==> config.mk <==
export PLATFORM = sky130hd
export DESIGN_NAME = iq_pair_decay_monitor
export DESIGN_NICKNAME = d
export VERILOG_FILES = /design/src/rtl/iq_pair_decay_monitor.sv
export SDC_FILE = /design/constraint.sdc
export NUM_CORES = 1
export LEC_CHECK = 0
export BUFFER_PORTS_ARGS = -buffer_cell sky130_fd_sc_hd__buf_4
export CORE_MARGIN = 2
export CORE_UTILIZATION = 57
export CTS_CLUSTER_SIZE = 8
export DETAILED_ROUTE_END_ITERATION = 16
export PLACE_DENSITY_LB_ADDON = 0.3
export SLEW_MARGIN = 20
export SYNTH_ARGS = -nofsm -noshare
export SYNTH_HDL_FRONTEND = slang
export SYNTH_SLANG_ARGS = --single-unit
==> constraint.sdc <==
create_clock -name clk -period 4.6 [get_ports clk]
set_clock_uncertainty 0.05 [all_clocks]
set_input_delay 0.46 -clock clk [delete_from_list [all_inputs] [get_ports clk]]
set_output_delay 0.46 -clock clk [all_outputs]
set_load 0.02 [all_outputs]
==> src/rtl/iq_pair_decay_monitor.sv <==
// Purpose : de-interleave an I/Q sample stream, compute |I|+|Q|, and run an armed decay watchdog (QUIET/TIMEOUT).
// Latency : pair_stb/i_out/q_out/mag one cycle after the Q sample; status outputs one cycle after that pair_stb.
// Backpr. : none; one sample is accepted every clock and the stream cannot be stalled.
//
// Ports: clk/rst_n (async active-low); iq selects I(0)/Q(1) for sample x; arm restarts the watchdog;
//        thresh/quiet_len/timeout configure it; i_out/q_out/mag/pair_stb carry the last complete pair;
//        busy/quiet/timed_out decode the watchdog state; phase_err is sticky; pair_cnt counts pairs since arm.
// Optional: define IQ_PAIR_PEAK_HOLD_EN to add peak (max mag since arm) and the peak_clr pulse input.
module iq_pair_decay_monitor #(
    parameter int DW = 20,
    parameter int CW = 16
) (
    input  logic                 clk,
    input  logic                 rst_n,
    input  logic                 iq,
    input  logic signed [DW-1:0] x,
    input  logic                 arm,
    input  logic [DW-2:0]        thresh,
    input  logic [CW-1:0]        quiet_len,
    input  logic [CW-1:0]        timeout,
`ifdef IQ_PAIR_PEAK_HOLD_EN
    input  logic                 peak_clr,
    output logic [DW:0]          peak,
`endif
    output logic signed [DW-1:0] i_out,
    output logic signed [DW-1:0] q_out,
    output logic [DW:0]          mag,
    output logic                 pair_stb,
    output logic                 busy,
    output logic                 quiet,
    output logic                 timed_out,
    output logic                 phase_err,
    output logic [CW-1:0]        pair_cnt
);

    typedef enum logic [1:0] {S_IDLE, S_WATCH, S_QUIET, S_TIMEOUT} state_t;

    state_t               state, state_nxt;
    logic signed [DW-1:0] i_hold;
    logic                 pend;
    logic                 pair_in_thr;
    logic [CW-1:0]        run_cnt, run_nxt, cnt_nxt;
    logic [DW-1:0]        abs_i, abs_q;
    logic [DW:0]          mag_nxt;

    // Two's-complement magnitude returned unsigned, so the most negative
    // input maps to 2^(DW-1) exactly instead of wrapping.
    function automatic logic [DW-1:0] abs_dw(input logic [DW-1:0] v);
        return v[DW-1] ? (~v + {{(DW-1){1'b0}}, 1'b1}) : v;
    endfunction

    function automatic logic [CW-1:0] sat_inc(input logic [CW-1:0] v);
        return (&v) ? v : v + {{(CW-1){1'b0}}, 1'b1};
    endfunction

    assign abs_i   = abs_dw(i_hold);
    assign abs_q   = abs_dw(x);
    assign mag_nxt = {1'b0, abs_i} + {1'b0, abs_q};

    // Watchdog next-state. arm wins over everything, including a pair
    // strobe in the same cycle, which is then deliberately not counted.
    always_comb begin
        state_nxt = state;
        cnt_nxt   = pair_cnt;
        run_nxt   = run_cnt;
        if (arm) begin
            state_nxt = S_WATCH;
            cnt_nxt   = '0;
            run_nxt   = '0;
        end else if (state == S_WATCH) begin
            if (pair_stb) begin
                cnt_nxt = sat_inc(pair_cnt);
                run_nxt = pair_in_thr ? sat_inc(run_cnt) : '0;
            end
            // Evaluated every cycle so quiet_len==0 exits without a pair;
            // QUIET is checked first so it wins a coincident timeout.
            if (run_nxt >= quiet_len) begin
                state_nxt = S_QUIET;
            end else if (pair_stb && (timeout != '0) && (cnt_nxt >= timeout)) begin
                state_nxt = S_TIMEOUT;
            end
        end
    end

    always_ff @(posedge clk or negedge rst_n) begin
        if (!rst_n) begin
            state       <= S_IDLE;
            i_hold      <= '0;
            pend        <= 1'b0;
            pair_in_thr <= 1'b0;
            run_cnt     <= '0;
            pair_cnt    <= '0;
            i_out       <= '0;
            q_out       <= '0;
            mag         <= '0;
            pair_stb    <= 1'b0;
            busy        <= 1'b0;
            quiet       <= 1'b0;
            timed_out   <= 1'b0;
            phase_err   <= 1'b0;
        end else begin
            pair_stb <= 1'b0;
            if (!iq) begin
                // A repeated I simply replaces the pending one.
                i_hold <= x;
                pend   <= 1'b1;
            end else if (pend) begin
                pend        <= 1'b0;
                i_out       <= i_hold;
                q_out       <= x;
                mag         <= mag_nxt;
                pair_in_thr <= (abs_i <= {1'b0, thresh}) && (abs_q <= {1'b0, thresh});
                pair_stb    <= 1'b1;
            end

            if (arm) begin
                phase_err <= 1'b0;
            end else if (iq && !pend) begin
                phase_err <= 1'b1;
            end

            state     <= state_nxt;
            run_cnt   <= run_nxt;
            pair_cnt  <= cnt_nxt;
            busy      <= (state_nxt == S_WATCH);
            quiet     <= (state_nxt == S_QUIET);
            timed_out <= (state_nxt == S_TIMEOUT);
        end
    end

`ifdef IQ_PAIR_PEAK_HOLD_EN
    always_ff @(posedge clk or negedge rst_n) begin
        if (!rst_n) begin
            peak <= '0;
        end else if (arm || peak_clr) begin
            peak <= '0;
        end else if (pair_stb && (mag > peak)) begin
            peak <= mag;
        end
    end
`endif

endmodule
# --- Word-level counts from Yosys, hierarchy flattened ---
# Index checks and enable logic that the tools add are counted.
op_classes:
  reduce_logical: 11
  add_sub_neg: 5
  mul: 0
  magnitude_cmp: 4
  bitwise_logic: 2
  n_shift: 0
  n_mux: 24
  n_eq_ne: 4
  n_div: 0
ops:
  columns: ["cell", "n"]
  rows:
  - ["2-to-1 mux 16 bit", 13]
  - ["adder 20 x 1 -> 20 bit, second input constant", 2]
  - ["<= comparator 20 x 19 -> 1 bit", 2]
  - ["2-to-1 mux 20 bit", 2]
  - ["inverter 20 bit", 2]
  - ["adder 16 x 1 -> 16 bit, second input constant", 2]
  - [">= comparator 16 bit", 2]
  - ["AND reduction 16 bit", 2]
  - ["adder 20 x 20 -> 21 bit", 1]
  - ["nonzero test 16 bit", 1]
  - ["2-to-1 mux 2 bit", 4]
  - ["2-to-1 mux 1 bit", 5]
  - ["equality test 2 x 1 -> 1 bit, second input constant", 2]
  - ["equality test 2 bit, second input constant", 2]
  - ["logical AND 1 bit", 4]
  - ["nonzero test 2 bit", 2]
  - ["AND reduction 2 bit", 1]
  - ["zero test 1 bit", 1]
totals:
  memories: 0
  word_cells: 64
  inputBits: 75
  latchBits: 0
  regBits: 122
  mem_bits_ro: 0
  ram_bits: 0

# --- Longest topological paths before layout ---
# Gate-level depths: netlist of run 1.
logic_depth:
  depth_word: 12
  mapped_depth: 16

# --- Least setup slack after synthesis of run 1 ---
# No wires, ideal clock.
synth_path:
  path_type: "input -> register"
  startpoint: "input x[5]"
  endpoint: "register mag[18]"
  t_arrival_ns: 3.809
  cell_stages: 14
  n_path_buf: 1
  required_ns: 4.419
  setup_slack_ns: 0.609
  setup_time_ns: 0.131
  path_cell_list: "or4_1 or3_1 or4_1 clkbuf_1 nand2_1 xnor2_1 ha_1 a21o_1 a21o_1 a21oi_1 o21ai_0 a41oi_1 nor4_1 or3_1"
synth_via:
  elab_chain_cells: 4
synth_rtl:
  columns: ["item", "line_no", "text"]
  rows:
  - ["start, declared", "16", "input logic signed [DW-1:0] x,"]
  - ["inverter 20 bit", "49", "return v[DW-1] ? (~v + {{(DW-1){1'b0}}, 1'b1}) : v;"]
  - ["adder 20 x 1 -> 20 bit", "49", null]
  - ["2-to-1 mux 20 bit *", "49", null]
  - ["adder 20 x 20 -> 21 bit *", "58", "assign mag_nxt = {1'b0, abs_i} + {1'b0, abs_q};"]
  - ["end signal, assigned", "111", "mag <= mag_nxt;"]
  - ["end, declared", "27", "output logic [DW:0] mag,"]
# Every way passes the cells marked *; elsewhere a longest branch is shown, timed or not.
# A chain may end at the register's enable or synchronous reset.

# --- Worst setup path after layout of run 1 ---
layout_path:
  startpoint: "register i_hold[7]"
  endpoint: "register pair_in_thr"
layout_via:
  elab_chain_cells: 5
layout_rtl:
  columns: ["item", "line_no", "text"]
  rows:
  - ["start, declared", "39", "logic signed [DW-1:0] i_hold;"]
  - ["start signal, assigned", "88", "i_hold <= '0;"]
  - ["start signal, assigned", "105", "i_hold <= x;"]
  - ["inverter 20 bit", "49", null]
  - ["adder 20 x 1 -> 20 bit", "49", null]
  - ["2-to-1 mux 20 bit *", "49", null]
  - ["<= comparator 20 x 19 -> 1 bit *", "112", "pair_in_thr <= (abs_i <= {1'b0, thresh}) && (abs_q <= {1'b0, thresh});"]
  - ["logical AND 1 bit *", "112", null]
  - ["end signal, assigned", "112", null]
  - ["end, declared", "41", "logic pair_in_thr;"]
# Marked as above.

==> results.json, run 1 <==
{
  "status": "completed",
  "synth.top_cell.area_share": 0.347,
  "grt_pass1_vias": 7452,
  "relSlewSlack": 0.363,
  "synth-seq-area-share": 0.347,
  "clock_path_buffers": 2,
  "worst_slew_pin_slew_ps": 956,
  "drv_cap": 0,
  "cpPeakStageDelay_ps": 600,
  "grt-ovfl-total": 0,
  "leakage_uw": 0.00511,
  "drt_first_pass_iters": 5,
  "cts_setup_buffers": 0,
  "cp-start-kind": "flop",
  "drt_iter0_markers": 645,
  "postRouteAntennaNets": 0,
  "htreeDepth": 4,
  "cp-end-kind": "flop",
  "syn_nets": 1144,
  "yosysTopAreaCell": "dfrtp_1",
  "clkSinkCount": 122,
  "numCtsBuffers": 17,
  "rows": 45,
  "syn-mean-instance-area_um2": 9.03,
  "final_cell_mix": "buf_4, dfrtp_1, nand2_1, ha_1",
  "synth_edf_count": 0,
  "cts.clk_slew.worst_paths_ps": 60,
  "yosys_warnings": 0,
  "cts_root_buf": "clkbuf_16",
  "worstPathRequired_ps": 4860,
  "io_pins": 157,
  "start_util": 0.581,
  "via_per_inst": 5.83,
  "postCtsResizedCells": 0,
  "gp_congestion": 0.919,
  "timing.critical_path.fanout_max": 5,
  "setup_tns_ps": 0,
  "synth_async_sr_flop_share": 1.00,
  "drive_above_1_share": 0.227,
  "grt_max_degree": 89,
  "nNetsFinal": 1293,
  "clock_latency_ps": 420,
  "hpwlAfterDp_um": 16400,
  "antenna_cells": 0,
  "fin_crit_sh": 0.915,
  "port_buffers": 156,
  "die_h_um": 128,
  "min_path_type": "primary input to async pin",
  "synth_cells": 974,
  "drt-wirelength-per-cell_um": 16.5,
  "setup_violations": 0,
  "vias": 7723,
  "floorplan.core_area_um2": 15100,
  "drc_errors": 0,
  "areaGrowthSynthToFinish_pct": 21.8,
  "synth_cell_types": 49,
  "grt_setup_unrepaired": "no",
  "antenna_found_initial": 0,
  "die_w_um": 128,
  "dieArea_um2": 16400,
  "holdBufCountCts": 0,
  "finalHoldViolCount": 0,
  "final_common_cell": "buf_4",
  "path_cells": "or4_1, or2_1, or3_1, or4_4, o41ai_2, xnor2_1, ha_1, a21o_1, a21oi_1, o21ai_0, a21oi_1, a31oi_1, o41ai_1",
  "syn-cell-area_um2": 8790,
  "worstSetupPathType": "flop to flop",
  "grtUsageTotal": 0.272,
  "period_needed_ps": 4210,
  "ir_worst_vdd_uv": 341,
  "synth-seq-cells": 122,
  "cp.arrival_ps": 4470,
  "drv_slew": 0,
  "grt_pass1_wl_um": 35800,
  "cp_slowest_cell": "or4_1",
  "path_common_cell": "a21oi_1",
  "power_uw": 3960,
  "max_freq_mhz": 238,
  "power_density_nw_per_um2": 370,
  "drt_wl_total_um": 21900,
  "synth_top_flop_cell": "dfrtp_1",
  "cts_tree": "yes",
  "yosys-top-cells-area": "dfrtp_1, ha_1, mux2_2, xnor2_1, nand2_1"
}
## critical path: cells and delay by family (launching register included)
| kind | cells | cell delay [ps] |
|---|---|---|
| AOI/OAI and AO/OA | 7 | 1330 |
| xor gates and xnor gates | 1 | 230 |
| adders and majority gates | 1 | 310 |
| DFF | 1 | 440 |
| and+or+nand+nor | 4 | 1740 |
## final timing paths
path	cells past startpoint	slack (ps)	startpoint	to
min reg2reg	2	430	mag[2]$_DFFE_PN0P_	mag[2]$_DFFE_PN0P_
min	1	30	rst_n	pair_cnt[15]$_DFFE_PN0P_
max in group asynchronous	2	3520	rst_n	run_cnt[7]$_DFFE_PN0P_
max	13	390	i_hold[7]$_DFFE_PN0N_	pair_in_thr$_DFFE_PN0P_
max reg2reg	13	390	i_hold[7]$_DFFE_PN0N_	pair_in_thr$_DFFE_PN0P_
min in group clk	2	260	x[6]	i_hold[6]$_DFFE_PN0N_
## synthesized netlist by cell type, types with 4 or more instances
library cell  number
a211oi_1          10
a21o_1            17
a21oi_1           53
a31oi_1           10
a41oi_1            4
and3_1             9
and4_1             4
buf_1              7
clkbuf_1          24
dfrtp_1          122
ha_1              94
inv_1             71
mux2_2            54
nand2_1          104
nand2b_1          10
nand3_1           18
nand4_1           17
nor2_1            65
nor2b_1            4
nor3_1            20
nor4_1             9
o21a_1             7
o21ai_0           71
o21bai_1           7
o31ai_1           21
o41ai_1            5
or2_2              4
or3_1             14
or4_1              8
xnor2_1           55
xor2_1            24
## sequential cells by signal, summed over array words and instances, names as in the netlist, 2 cells and up
signal	count
i_hold	20
i_out	20
mag	21
pair_cnt	16
q_out	20
run_cnt	16
state	2
## layout make-up
| cell class | instances | area (µm²) |
|---|---|---|
| clock buffers | 17 | 425 |
| flip-flops and latches | 122 | 3050 |
| inverters | 71 | 267 |
| fillers | 1193 | 4440 |
| multi-input cells | 750 | 5370 |
| clock inverters | 15 | 153 |
| well taps | 188 | 235 |
| repair buffers | 161 | 1210 |
## per-layer routing
metal	part of all wire	GRT usage
met1	0.45	0.365
met2	0.48	0.445
met3	0.063	0.0505
met4	0.016	0.0937
met5	0	0
## report_power, final
part	internal (µW)	leakage, µW	switching (µW)
Combinational	572	0.00332	740
Clock	795	0.000271	509
Sequential	1230	0.00152	114
## metrics by stage
step | hold slack [ps] | std cells | utilization | instance area [µm²] | setup WS [ps]
after floorplan | 114 | 974 | - | 8790 | 609
after global placement | 413 | 1292 | 0.669 | 10100 | 292
after detailed placement | 423 | 1292 | 0.669 | 10100 | 203
after CTS | 62.0 | 1324 | 0.707 | 10700 | 432
after global routing | 101 | 1324 | 0.707 | 10700 | 170
final | 33.5 | 1324 | 0.707 | 10700 | 393
## logic make-up after synthesis
group / Yosys count / synth area share
compound gates: 224 / 0.160
xor+xnor: 79 / 0.0787
fa+ha+maj: 95 / 0.136
buf+inv: 102 / 0.0435
flops: 122 / 0.347
mux: 57 / 0.0726
simple gates: 295 / 0.162
(Power assumes the default switching activity.)
==> run 2, diff against run 1 <==
- clock period: 4.6 -> 4.1 ns (I/O delays scaled with it)
==> results.json, run 2 (synthesized netlist as in run 1, its figures left out) <==
{
  "nNetsFinal": 1318,
  "floorplan.core_area_um2": 15100,
  "drt-wirelength-per-cell_um": 17.2,
  "via_per_inst": 5.97,
  "final_cell_mix": "buf_4, dfrtp_1, nand2_1, ha_1, inv_1",
  "fin_crit_sh": 0.975,
  "grt-ovfl-total": 0,
  "clkPwrFrac": 0.333,
  "grtUsageTotal": 0.289,
  "io_pins": 157,
  "rows": 45,
  "leakage_uw": 0.00529,
  "cts.clk_slew.worst_paths_ps": 60,
  "power_density_nw_per_um2": 417,
  "place_ws_ps": -42.4,
  "largest_reg_flops": 21,
  "worstPathRequired_ps": 4350,
  "postRouteAntennaNets": 0,
  "hpwlAfterDp_um": 17100,
  "setup.worst_path.start": "i_hold[7]$_DFFE_PN0N_",
  "dieArea_um2": 16400,
  "drive_above_1_share": 0.253,
  "drv_cap": 0,
  "numCtsBuffers": 17,
  "htreeDepth": 4,
  "min_path_type": "primary input to async pin",
  "status": "finished, violations left",
  "antenna_cells": 0,
  "setup_slack_ps": 103,
  "finalHoldViolCount": 19,
  "timing.critical_path.fanout_max": 5,
  "cp-start-kind": "flop",
  "die_h_um": 128,
  "cp-end-kind": "flop",
  "p_int_uw": 3020,
  "port_buffers": 156,
  "drc_errors": 0,
  "clock_path_buffers": 2,
  "layoutNonFillerInstCount": 1349,
  "timing.rr.start": "i_hold[7]$_DFFE_PN0N_",
  "worst_slew_pin_slew_ps": 957,
  "switching_share": 0.343,
  "period_needed_ps": 4000,
  "power_uw": 4600,
  "cp.arrival_ps": 4250,
  "final_common_cell": "buf_4",
  "antenna_found_initial": 0,
  "violations": "negative hold slack",
  "dp_cells": 1316,
  "grt_pass1_wl_um": 38000,
  "setup_violations": 0,
  "drt_iter0_markers": 781,
  "drt_wl_total_um": 23200,
  "worstSetupPathType": "flop to flop",
  "start_util": 0.581,
  "ir_worst_vdd_uv": 420,
  "areaGrowthSynthToFinish_pct": 25.3,
  "comb_power_share": 0.340,
  "timing.hold.ws_ps": -22.1,
  "p_switching_uw": 1580,
  "clock_latency_ps": 410,
  "grt_pass1_vias": 7965,
  "cts_tree": "yes",
  "seq_power_share": 0.328,
  "gp_congestion": 0.939,
  "relSlewSlack": 0.362,
  "die_w_um": 128,
  "vias": 8057,
  "drt_first_pass_iters": 5,
  "clkSinkCount": 122,
  "cts_root_buf": "clkbuf_16",
  "drv_slew": 0,
  "grt_max_degree": 89,
  "max_freq_mhz": 250,
  "largest_register": "mag"
}
==> run 2: worst paths after layout <==
path                                            to  slack (ps)  cells past startpoint
setup / recovery           pair_in_thr$_DFFE_PN0P_         100                     13
hold / removal                 mag[13]$_DFFE_PN0P_         -20                      1
setup reg to reg           pair_in_thr$_DFFE_PN0P_         100                     13
hold reg to reg                mag[12]$_DFFE_PN0P_         430                      2
max in group asynchronous     q_out[3]$_DFFE_PN0P_        3200                      2
min in group clk            i_hold[10]$_DFFE_PN0N_         230                      2
==> run 2: timing repair <==
item,in CTS,in global routing
resized for setup,0,15
hold buffers,0,0
endpoints found under the setup margin,0,5
buffers inserted,0,1
hold endpoints to repair,0,0
==> run 2: final cells by class <==
type / instances / area (µm²)
Tap cell: 188 / 235
Multi-Input combinational cell: 750 / 5450
Clock buffer: 17 / 425
Timing Repair Buffer: 186 / 1410
Clock inverter: 15 / 175
Sequential cell: 122 / 3050
Inverter: 71 / 267
Fill cell: 1165 / 4130
==> run 2: critical path, stage by stage (launching register included) <==
cell	delay [ps]
dfrtp_2	440
or4_1	550
or2_1	260
or3_1	410
or4_4	480
o41ai_4	300
xnor2_2	180
ha_1	280
a21o_1	150
a21oi_1	140
o21ai_0	140
a21oi_1	150
a31oi_1	60
o41ai_1	310
==> run 2: metrics by stage <==
stage          cell area (µm²)  hold WS [ps]  TNS [ps]  utilization
6_report                 11000         -22.1         0        0.727
3_5_place_dp             10300           422     -59.8        0.681
3_3_place_gp             10300           414    -0.441        0.681
4_1_cts                  10900         0.483         0        0.721
5_1_grt                  11000          32.9     -27.9        0.727
2_1_floorplan             8790          64.4         0            -
==> run 2: power groups by stage <==
stage / Sequential [µW] / Clock (µW) / Combinational [µW]
global route: 1530 / 1600 / 1720
finish: 1510 / 1530 / 1560
global placement: 1510 / 0 / 1470
floorplan: 1680 / 0 / 738
detailed placement: 1520 / 0 / 1510
CTS: 1500 / 1540 / 1530
==> run 2: layer usage <==
metal / part of all wire / up-vias / track usage / wire length, µm
met4: 0.025 / 0 / 0.0944 / 573
met2: 0.48 / 306 / 0.483 / 11100
li1: - / 3828 / - / -
met1: 0.43 / 3868 / 0.374 / 9930
met3: 0.069 / 55 / 0.0618 / 1600
met5: 0 / - / 0 / 0
==> run 3, diff against run 2 <==
- CORE_UTILIZATION: 57 -> 52
- clock period: 4.1 -> 3.3 ns (I/O delays scaled with it)
==> results.json, run 3 (synthesized netlist as in run 1, its figures left out) <==
{
  "largest_register": "mag",
  "grt-ovfl-total": 0,
  "max_freq_mhz": 263,
  "die_w_um": 134,
  "drv_slew": 0,
  "final_cell_mix": "buf_4, dfrtp_1, nand2_1, ha_1, inv_1",
  "via_per_inst": 5.67,
  "setup_slack_ps": -508,
  "timing.hold.ws_ps": 152,
  "period_needed_ps": 3810,
  "drt-wirelength-per-cell_um": 17.1,
  "ir_worst_vdd_uv": 501,
  "dp_cells": 1464,
  "worst_slew_pin_slew_ps": 666,
  "drt_iter0_markers": 549,
  "status": "finished, violations left",
  "gp_congestion": 0.912,
  "vias": 8638,
  "io_pins": 157,
  "grt_pass1_vias": 8535,
  "final_common_cell": "buf_4",
  "grt_setup_unrepaired": "yes",
  "cts_root_buf": "clkbuf_16",
  "rows": 47,
  "dieArea_um2": 18000,
  "layoutNonFillerInstCount": 1523,
  "nNetsFinal": 1460,
  "drt_first_pass_iters": 5,
  "leakage_uw": 0.00616,
  "cts.clk_slew.worst_paths_ps": 60,
  "largest_reg_flops": 21,
  "worstSetupPathType": "flop to flop",
  "clock_latency_ps": 420,
  "grt_max_degree": 77,
  "worstPathRequired_ps": 3520,
  "antenna_cells": 0,
  "drive_above_1_share": 0.397,
  "min_path_type": "primary input to flop",
  "cp-start-kind": "flop",
  "cts_tree": "yes",
  "areaGrowthSynthToFinish_pct": 45.8,
  "setup_violations": 11,
  "relSlewSlack": 0.556,
  "drv_cap": 0,
  "cp.arrival_ps": 4030,
  "drc_errors": 0,
  "htreeDepth": 4,
  "setup_tns_ps": -3330,
  "postRouteAntennaNets": 0,
  "fin_crit_sh": 1.15,
  "clkSinkCount": 122,
  "floorplan.core_area_um2": 16600,
  "die_h_um": 134,
  "violations": "negative setup slack",
  "numCtsBuffers": 17,
  "start_util": 0.530,
  "antenna_found_initial": 0,
  "clock_path_buffers": 2,
  "drt_wl_total_um": 26000,
  "grtUsageTotal": 0.278,
  "cp-end-kind": "flop",
  "hpwlAfterDp_um": 18100,
  "power_density_nw_per_um2": 494,
  "finalHoldViolCount": 0,
  "port_buffers": 156,
  "timing.critical_path.fanout_max": 3,
  "grt_pass1_wl_um": 40200
}
## run 3: cell types whose count changed in the layout (fill, tap and decap cells not counted), sizes merged
cell,delta
inv,+1
bufinv,+1
buf,+141
clkbuf,+3
clkinv,-8
dlygate4sd3,+1
clkinvlp,+3
## run 3: cell type report
type                    count  area (µm²)
clock buffers              20         467
clock inverters            12         185
fillers                  1101        3760
inverters                  71         267
multi-input cells         750        6080
flip-flops and latches    122        3060
well taps                 220         275
repair buffers            328        2500
## run 3: routing by layer
layer / vias up / GRT usage / part of all wire
li1: 4125 / - / -
met1: 4154 / 0.345 / 0.42
met2: 293 / 0.490 / 0.50
met3: 66 / 0.0491 / 0.049
met4: 0 / 0.0947 / 0.026
met5: - / 0 / 0
## run 3: path summary, 6_finish.rpt
check	start	endpoint	slack (ps)	cells past startpoint
max	i_hold[8]$_DFFE_PN0N_	pair_in_thr$_DFFE_PN0P_	-510	15
min	x[18]	i_hold[18]$_DFFE_PN0N_	150	2
max reg2reg	i_hold[8]$_DFFE_PN0N_	pair_in_thr$_DFFE_PN0P_	-510	15
min reg2reg	mag[4]$_DFFE_PN0P_	mag[4]$_DFFE_PN0P_	430	1
max in group asynchronous	rst_n	q_out[16]$_DFFE_PN0P_	2020	3
min in group asynchronous	rst_n	pair_cnt[14]$_DFFE_PN0P_	390	2
## run 3: through the flow
step            util  setup slack (ps)  cell area, µm²  total power, µW
2_1_floorplan      -              -375            8870             3020
3_3_place_gp   0.681              -610           11300             3900
3_5_place_dp   0.681              -683           11300             3960
4_1_cts        0.744              -451           12300             6170
5_1_grt        0.773              -712           12800             6640
6_report       0.773              -508           12800             6330
## run 3: critical path, stage by stage, from the launching register on
cell	delay (ps)
dfrtp_1	380
or4_4	540
or2_1	240
buf_4	140
or4_4	470
o31ai_4	290
nand2_2	150
xor2_4	190
buf_4	150
ha_1	250
nand3_1	90
nor3_1	260
buf_4	170
a21oi_1	60
a31oi_1	150
o41ai_1	80
## run 3: timing repair
action,4_1_cts,5_1_grt
gates resized for setup,61,63
pin swaps,37,55
setup buffers,11,16
endpoints found under the hold margin,36,0
hold buffers,1,0
setup endpoints to repair,17,18
## run 3: report_power, final
part	switching, µW	internal (µW)	total, µW
Sequential	160	1710	1870
Clock	705	1330	2040
Combinational	1270	1160	2430
Total	2130	4200	6330
